$ cat src/rtl/seq_factorizer.sv
// seq_factorizer
//
// Sequential prime-factorisation engine. A WIDTH-bit operand is captured on
// an accepted start pulse and factored by trial division. Each trial uses a
// bit-serial restoring divider that takes WIDTH cycles. Prime factors leave
// in ascending order, with multiplicity, over a valid/ready handshake.
//
// Ports:
//   clk           single clock, all state on the rising edge
//   rst_n         asynchronous active-low reset, clears all state
//   ena           clock enable; low freezes every register
//   start         start pulse, honoured only in IDLE or DONE
//   n_in          operand, captured on an accepted start
//   factor_out    current factor, stable while factor_valid is high
//   factor_valid  a factor is being presented
//   factor_ready  consumer accepts the presented factor
//   factor_last   the presented factor is the final one
//   busy          high from an accepted start until DONE is reached
//   done          high in DONE until the next accepted start
//   is_zero       captured operand was zero (meaningful while done)
//   is_prime      captured operand is prime (meaningful while done)
//   factor_count  number of factors handed over so far

module seq_factorizer #(
    parameter int WIDTH = 8,
    parameter int CW    = $clog2(WIDTH + 1)
) (
    input  logic             clk,
    input  logic             rst_n,
    input  logic             ena,
    input  logic             start,
    input  logic [WIDTH-1:0] n_in,
    output logic [WIDTH-1:0] factor_out,
    output logic             factor_valid,
    input  logic             factor_ready,
    output logic             factor_last,
    output logic             busy,
    output logic             done,
    output logic             is_zero,
    output logic             is_prime,
    output logic [CW-1:0]    factor_count
);

    localparam int BW = $clog2(WIDTH);

    typedef enum logic [2:0] {
        IDLE,
        CHECK,
        DIV,
        EMIT,
        DONE
    } state_t;

    state_t             state, state_nxt;
    logic [WIDTH-1:0]   rem, rem_nxt;
    logic [WIDTH-1:0]   d, d_nxt;
    logic [2*WIDTH-1:0] sq, sq_nxt;
    logic [WIDTH-1:0]   div_q, div_q_nxt;
    logic [WIDTH-1:0]   div_r, div_r_nxt;
    logic [BW-1:0]      bit_cnt, bit_cnt_nxt;
    logic [WIDTH-1:0]   n_cap, n_cap_nxt;
    logic [WIDTH-1:0]   factor_out_nxt;
    logic               factor_last_nxt;
    logic [CW-1:0]      factor_count_nxt;
    logic               is_zero_nxt;
    logic               is_prime_nxt;

    logic [WIDTH:0]     trial;
    logic               trial_ge;
    logic [WIDTH-1:0]   div_r_step;
    logic [WIDTH-1:0]   div_q_step;

    // One restoring-division step. The dividend shifts out of div_q MSB
    // first while quotient bits shift in at the bottom. After WIDTH steps
    // div_q holds the quotient and div_r the remainder. The partial
    // remainder stays below 2*d, so one extra bit is enough for the trial.
    always_comb begin
        trial      = {div_r, div_q[WIDTH-1]};
        trial_ge   = (trial >= {1'b0, d});
        div_r_step = trial_ge ? WIDTH'(trial - {1'b0, d}) : trial[WIDTH-1:0];
        div_q_step = {div_q[WIDTH-2:0], trial_ge};
    end

    // Next-state and datapath decisions. Every register keeps its value
    // unless its state says otherwise. sq tracks d*d incrementally, using
    // (d+1)^2 = d^2 + 2d + 1, so no multiplier is needed.
    always_comb begin
        state_nxt        = state;
        rem_nxt          = rem;
        d_nxt            = d;
        sq_nxt           = sq;
        div_q_nxt        = div_q;
        div_r_nxt        = div_r;
        bit_cnt_nxt      = bit_cnt;
        n_cap_nxt        = n_cap;
        factor_out_nxt   = factor_out;
        factor_last_nxt  = factor_last;
        factor_count_nxt = factor_count;
        is_zero_nxt      = is_zero;
        is_prime_nxt     = is_prime;

        case (state)
            IDLE, DONE: begin
                if (start) begin
                    rem_nxt          = n_in;
                    n_cap_nxt        = n_in;
                    d_nxt            = WIDTH'(2);
                    sq_nxt           = (2*WIDTH)'(4);
                    factor_count_nxt = '0;
                    is_zero_nxt      = 1'b0;
                    is_prime_nxt     = 1'b0;
                    state_nxt        = CHECK;
                end
            end

            CHECK: begin
                if (rem == '0) begin
                    is_zero_nxt = 1'b1;
                    state_nxt   = DONE;
                end else if (rem == WIDTH'(1)) begin
                    state_nxt = DONE;
                end else if (sq > {{WIDTH{1'b0}}, rem}) begin
                    // No divisor up to sqrt(rem) is left, so rem itself is prime.
                    factor_out_nxt  = rem;
                    factor_last_nxt = 1'b1;
                    state_nxt       = EMIT;
                end else begin
                    div_q_nxt   = rem;
                    div_r_nxt   = '0;
                    bit_cnt_nxt = '0;
                    state_nxt   = DIV;
                end
            end

            DIV: begin
                div_q_nxt   = div_q_step;
                div_r_nxt   = div_r_step;
                bit_cnt_nxt = bit_cnt + BW'(1);
                if (bit_cnt == BW'(WIDTH - 1)) begin
                    if (div_r_step == '0) begin
                        factor_out_nxt  = d;
                        factor_last_nxt = (div_q_step == WIDTH'(1));
                        rem_nxt         = div_q_step;
                        state_nxt       = EMIT;
                    end else begin
                        sq_nxt    = sq + {{(WIDTH-1){1'b0}}, d, 1'b1};
                        d_nxt     = d + WIDTH'(1);
                        state_nxt = CHECK;
                    end
                end
            end

            EMIT: begin
                if (factor_ready) begin
                    factor_count_nxt = factor_count + CW'(1);
                    if (factor_last) begin
                        rem_nxt      = WIDTH'(1);
                        // The operand is prime only if it left as one factor equal to itself.
                        is_prime_nxt = (factor_count == '0) && (factor_out == n_cap) &&
                                       (n_cap > WIDTH'(1));
                        state_nxt    = DONE;
                    end else begin
                        state_nxt = CHECK;
                    end
                end
            end

            default: state_nxt = IDLE;
        endcase
    end

    // The state register and all datapath registers. Reset is asynchronous.
    // With ena low, nothing advances, including handshakes and divider steps.
    always_ff @(posedge clk or negedge rst_n) begin
        if (!rst_n) begin
            state        <= IDLE;
            rem          <= '0;
            d            <= '0;
            sq           <= '0;
            div_q        <= '0;
            div_r        <= '0;
            bit_cnt      <= '0;
            n_cap        <= '0;
            factor_out   <= '0;
            factor_last  <= 1'b0;
            factor_count <= '0;
            is_zero      <= 1'b0;
            is_prime     <= 1'b0;
        end else if (ena) begin
            state        <= state_nxt;
            rem          <= rem_nxt;
            d            <= d_nxt;
            sq           <= sq_nxt;
            div_q        <= div_q_nxt;
            div_r        <= div_r_nxt;
            bit_cnt      <= bit_cnt_nxt;
            n_cap        <= n_cap_nxt;
            factor_out   <= factor_out_nxt;
            factor_last  <= factor_last_nxt;
            factor_count <= factor_count_nxt;
            is_zero      <= is_zero_nxt;
            is_prime     <= is_prime_nxt;
        end
    end

    // The status outputs decode the registered state, so they never follow
    // the inputs combinationally.
    always_comb begin
        factor_valid = (state == EMIT);
        busy         = (state == CHECK) || (state == DIV) || (state == EMIT);
        done         = (state == DONE);
    end

endmodule

$ cat config.mk
export PLATFORM = sky130hd
export DESIGN_NAME = seq_factorizer
export DESIGN_NICKNAME = d
export VERILOG_FILES = /design/src/rtl/seq_factorizer.sv
export SDC_FILE = /design/constraint.sdc
export NUM_CORES = 1
export LEC_CHECK = 0
export CAP_MARGIN = 10
export CORE_MARGIN = 2
export CORE_UTILIZATION = 23
export DETAILED_ROUTE_END_ITERATION = 8
export PLACE_DENSITY = 0.46
export SLEW_MARGIN = 20
export SYNTH_ARGS = -nofsm -noshare
export SYNTH_HDL_FRONTEND = slang
export SYNTH_SLANG_ARGS = --single-unit
$ cat constraint.sdc
create_clock -name clk -period 5 [get_ports clk]
set_clock_uncertainty 0.1 [all_clocks]
set_input_delay 1 -clock clk [delete_from_list [all_inputs] [get_ports clk]]
set_output_delay 1 -clock clk [all_outputs]
set_load 0.05 [all_outputs]
# Word level (Yosys, flattened, before mapping)
# Cells that the tools add are included.
# totals
ff_bits	77
out_inout_bits	18
word_cells	120
# op_classes
order_cmp	3
add_sub_neg	5
n_reduce_logical	23
mux	57
n_eq_ne	19
# ops
cell	count
8-bit 2-to-1 mux	20
8-bit case mux with 2 select lines	4
16-bit 2-to-1 mux	3
16-bit case mux with 2 select lines	1
3-bit 2-to-1 mux	9
8-bit case mux with 3 select lines	1
2-bit != test, second input constant	9
16-bit by 9-bit adder with 16-bit output	1
8-bit by 1-bit equality test with 1-bit output, second input constant	2
16-bit by 8-bit > comparator with 1-bit output	1
8-bit zero test	2
5-bit AND reduction	3
7-bit AND reduction	2
3-bit case mux with 4 select lines	1
4-bit AND reduction	3
1-bit 2-to-1 mux	10
9-bit by 8-bit greater-or-equal comparator with 1-bit output	1
8-bit by 1-bit adder with 8-bit output, second input constant	1
8-bit equality test	1
8-bit by 1-bit > comparator with 1-bit output, second input constant	1
4-bit 2-to-1 mux	2
4-bit case mux with 2 select lines	1
2-bit nonzero test	4
8-bit subtractor	1
other kinds (16)	23

# Depth between registers and ports, before layout
# depth
ltp_word	6
ltp_mapped	12

# Worst setup path before layout
# OpenSTA, ideal clock, no wires.
# synth_timing
path_type	register -> register
from	reg d[0]
to	reg rem[1]
required_time_ps	4821
stages_incl_launch_ff	11
path_slack_ps	2146
t_arrival_ps	2675
path_cell_list	dfrtp_1 ha_1 fa_1 nand2b_1 a21oi_1 xor2_1 nor3_1 nand4_4 and2_4 a21oi_4 mux2i_1
# synth_via
elab_chain_len	5
# synth_lines
element	line	rtl
start: declaration	56	logic [WIDTH-1:0] d, d_nxt;
start signal: assignment	192	d <= d_nxt;
8-bit subtractor or 9-bit by 8-bit greater-or-equal comparator with 1-bit output (tied branches)	80, 79	
8-bit 2-to-1 mux *	80	div_r_step = trial_ge ? WIDTH'(trial - {1'b0, d}) : trial[WIDTH-1:0];
8-bit zero test *	140	if (div_r_step == '0) begin
2-bit != test (no line) *	n/a	
7-bit AND reduction (no line) *	n/a	
end signal: assignment	191	rem <= rem_nxt;
end: declaration	55	logic [WIDTH-1:0] rem, rem_nxt;
# Mark *: on every way between the ends. The rest lies on a longest branch, timed or not.
# A chain may end at the register's enable or synchronous reset.

# Final worst setup path
# layout_timing
from	reg state[1]
to	out factor_valid
# layout_via
elab_chain_len	1
# layout_lines
element	line	rtl
start: declaration	54	state_t state, state_nxt;
start signal: assignment	190	state <= state_nxt;
3-bit by 2-bit equality test with 1-bit output	209	factor_valid = (state == EMIT);
end: declaration	34	output logic factor_valid,
# Every way passes these cells.

==> impl_metrics.toml <==
[outcome]
status = "finished clean"

[worst_setup_path]
cp_max_fo = 13
rr_startpoint = "d[2]"
crit_type = "reg -> out"
critPathCaptureType = "output port"
worst-endpoint-required_ns = 3.90
crit_start = "state[1]"
r2r_cells = 10
r2r-end = "sq[14]"
worstSetupStartpointType = "flip-flop"
cp.arrival_ns = 2.37
reg2reg_slack_ns = 1.54

[floorplanning]
dieArea_mm2 = 0.0236
rows = 54
die_w_um = 154
coreArea_mm2 = 0.0219
die_height_um = 154
io_pins = 31
initial_core_util_pct = 23.6

[clock_tree]
cts_hold_repair.buffers = 0
cts_resized = 0
clock-sinks = 77
postCtsSetupRepairBufs = 0
clkLatencyLatePin_ns = 0.34
clk_pin_slew_ns = 0.07
ctsHtreeMaxLevel = 3
max-clock-path-buffers = 2
cts-root-buf = "clkbuf_16"
cts_tree = "built"
cts_inserted_buffers = 9

[detailed_routing]
viasPerCell = 5.07
dr_total_vias = 4384
wl_met3_um = 632
dr_wl_met2_um = 6640
routed_wirelength_um = 14500
drtIter0Drc = 328
routedWlPerCell_um = 16.8
ant_nets = 0
remaining_drc_errors = 0
top_layer_used = "met4"
drtPass1Iterations = 4
wl_met1_um = 7060

[timing]
finalHoldViolCount = 0
worstMarginPinSlew_ns = 0.841
fin_crit_ns = 3.47
finalMaxSlewViolations = 0
tns_ns = 0
fmax_ghz = 0.288
post-route-period-util_pct = 69.3
relSlewSlack_pct = 43.9
grt_setup_unrepaired = "false"
setup_viol = 0

[synthesis]
synth_top_family_by_area = "compound AO/OA/AOI/OAI gates"
synthXorXnorAreaFrac_pct = 2.89
synth_adder_area_share_pct = 7.81
netlist.area_leader.share_pct = 37.4
syn_avg_cell_area_um2 = 9.16
synth_top_flop_cell = "dfrtp_1"
synth_edf_count = 0
synth.ff_latch_count = 77
syn_nets = 607
seq_area_frac_synth_pct = 37.4
async_flop_share_pct = 100
syn_area_mm2 = 0.00516
synth_warnings = 0
synth.largest_area_cell = "dfrtp_1"
synth-simple-area-share_pct = 18.9
synthMuxAreaShare_pct = 6.19
synthTopCellsByArea = "dfrtp_1, ha_1, a21oi_1, nand2_1, mux2_2"
ys_types = 75
syn_inst = 563
synth_compound_area_share_pct = 22.1

[final_layout]
drive_above_1_share_pct = 9.91
stdcell_area_mm2 = 0.00599
nets = 624
n_antenna_cell = 0
area_growth_pct = 16.1

[placement]
io_buffers = 30
gp_congestion = 0.794
hpwl_um = 10900
place_area_mm2 = 0.00570

[flow_run]
maxCapViolCount = 0

[global_routing]
grt_usage_pct = 12.7
grt_pass1_vias = 4167
antenna_found_initial = 0
grt_pass1_wl_um = 23900
overflow = 0
grt_max_degree = 78

[worst_hold_path]
hold_end = "bit_cnt[0]"
hp-start = "bit_cnt[0]"
whs_path_depth = 1
hp-class = "reg -> reg"

[power_and_ir_drop]
finalPower_mw = 3.93
vdd_ir_drop_max_v = 0.000177
power_leakage_nw = 2.49
powerDensity_mw_per_mm2 = 656
critical path: stages, from the launching register on:
cell and delay, ns:
dfrtp_1 0.60, and2b_2 0.29, nand2_1 0.14, inv_1 0.17, clkdlybuf4s50_1 0.82
synthesized netlist by cell type, types with 3 or more instances:
cell type / count
o21ai_0: 30
a211o_1: 3
a221oi_1: 7
nor2_1: 39
nand4_1: 6
o311ai_0: 3
clkbuf_1: 11
or4_1: 5
and2_1: 3
o2bb2ai_1: 4
nor3_1: 22
mux2i_1: 15
dfrtp_1: 77
a32o_1: 3
or3_1: 5
a22oi_1: 7
a31oi_1: 4
inv_1: 31
xor2_1: 14
nor2_2: 3
mux2_2: 15
nor4_1: 10
xnor2_1: 3
nand3_1: 15
nor2b_1: 4
o31ai_1: 7
nand2b_1: 8
o211ai_1: 11
buf_2: 11
nand2_1: 52
a21oi_1: 39
ha_1: 29
a21o_1: 13
o22ai_1: 3
layout by cell type (no fill, tap or decap), types with 6 or more instances in the layout:
master / instances
clkbuf_16: 9
o21ai_0: 30
nor3_1: 22
a21o_1: 13
a22oi_1: 7
nand2b_1: 8
nand3_1: 15
a221oi_1: 7
nand4_1: 6
clkdlybuf4s50_1: 29
ha_1: 29
mux2_2: 15
dfrtp_1: 77
o211ai_1: 11
a21oi_1: 39
xor2_1: 14
nand2_1: 52
mux2i_1: 15
o31ai_1: 7
inv_1: 31
nor4_1: 10
nor2_1: 38
final cells by class:
| type | count | area [µm²] |
|---|---|---|
| Fill cell | 2343 | 15900 |
| Multi-Input combinational cell | 428 | 2990 |
| Sequential cell | 77 | 1930 |
| Tap cell | 280 | 350 |
| Timing Repair Buffer | 33 | 324 |
| Clock buffer | 9 | 225 |
| Inverter | 31 | 116 |
| Clock inverter | 7 | 52.6 |
state kept, by name, indices dropped and copies added (netlist names), 3 cells and up:
name / flops
sq: 16
div_r: 8
d: 8
factor_out: 8
factor_count: 4
rem: 8
bit_cnt: 3
state: 3
n_cap: 8
div_q: 8
worst max path at each step:
stage / endpoint / cells after the start
after floorplan: rem[1] / 10
final: factor_valid / 4
after global placement: sq[14] / 8
after global routing: d[3] / 10
after CTS: sq[14] / 10
after detailed placement: d[3] / 8
metal layers:
metal / track usage [%] / vias up
li1: - / 2116
met1: 18.2 / 2169
met2: 19.8 / 90
met3: 2.45 / 9
met4: 3.19 / 0
met5: 0 / -
metrics by stage:
stage	setup slack [ns]	utilization, %	hold WS (ns)	cells
finish	1.53	27.3	0.393	865
global route	1.23	27.3	0.423	865
CTS	1.52	27.3	0.405	865
detailed placement	1.38	26.1	0.392	849
global placement	1.46	26.1	0.370	849
floorplan	2.15	-	0.357	563
power breakdown:
group          switching, mW  internal (mW)  total, mW
registers              0.337          0.866       1.20
logic                   1.28          0.821       2.10
clock network          0.286          0.337      0.623
total                   1.90           2.02       3.93
kinds of logic (layout without fill, tap and decap cells):
family | Yosys count | after routing
flops | 77 | 77
simple gates | 188 | 188
buf+inv | 58 | 80
mux | 30 | 30
xor+xnor | 17 | 17
compound gates | 162 | 162
fa+ha+maj | 31 | 31
Power figures use the tool's default switching activity.
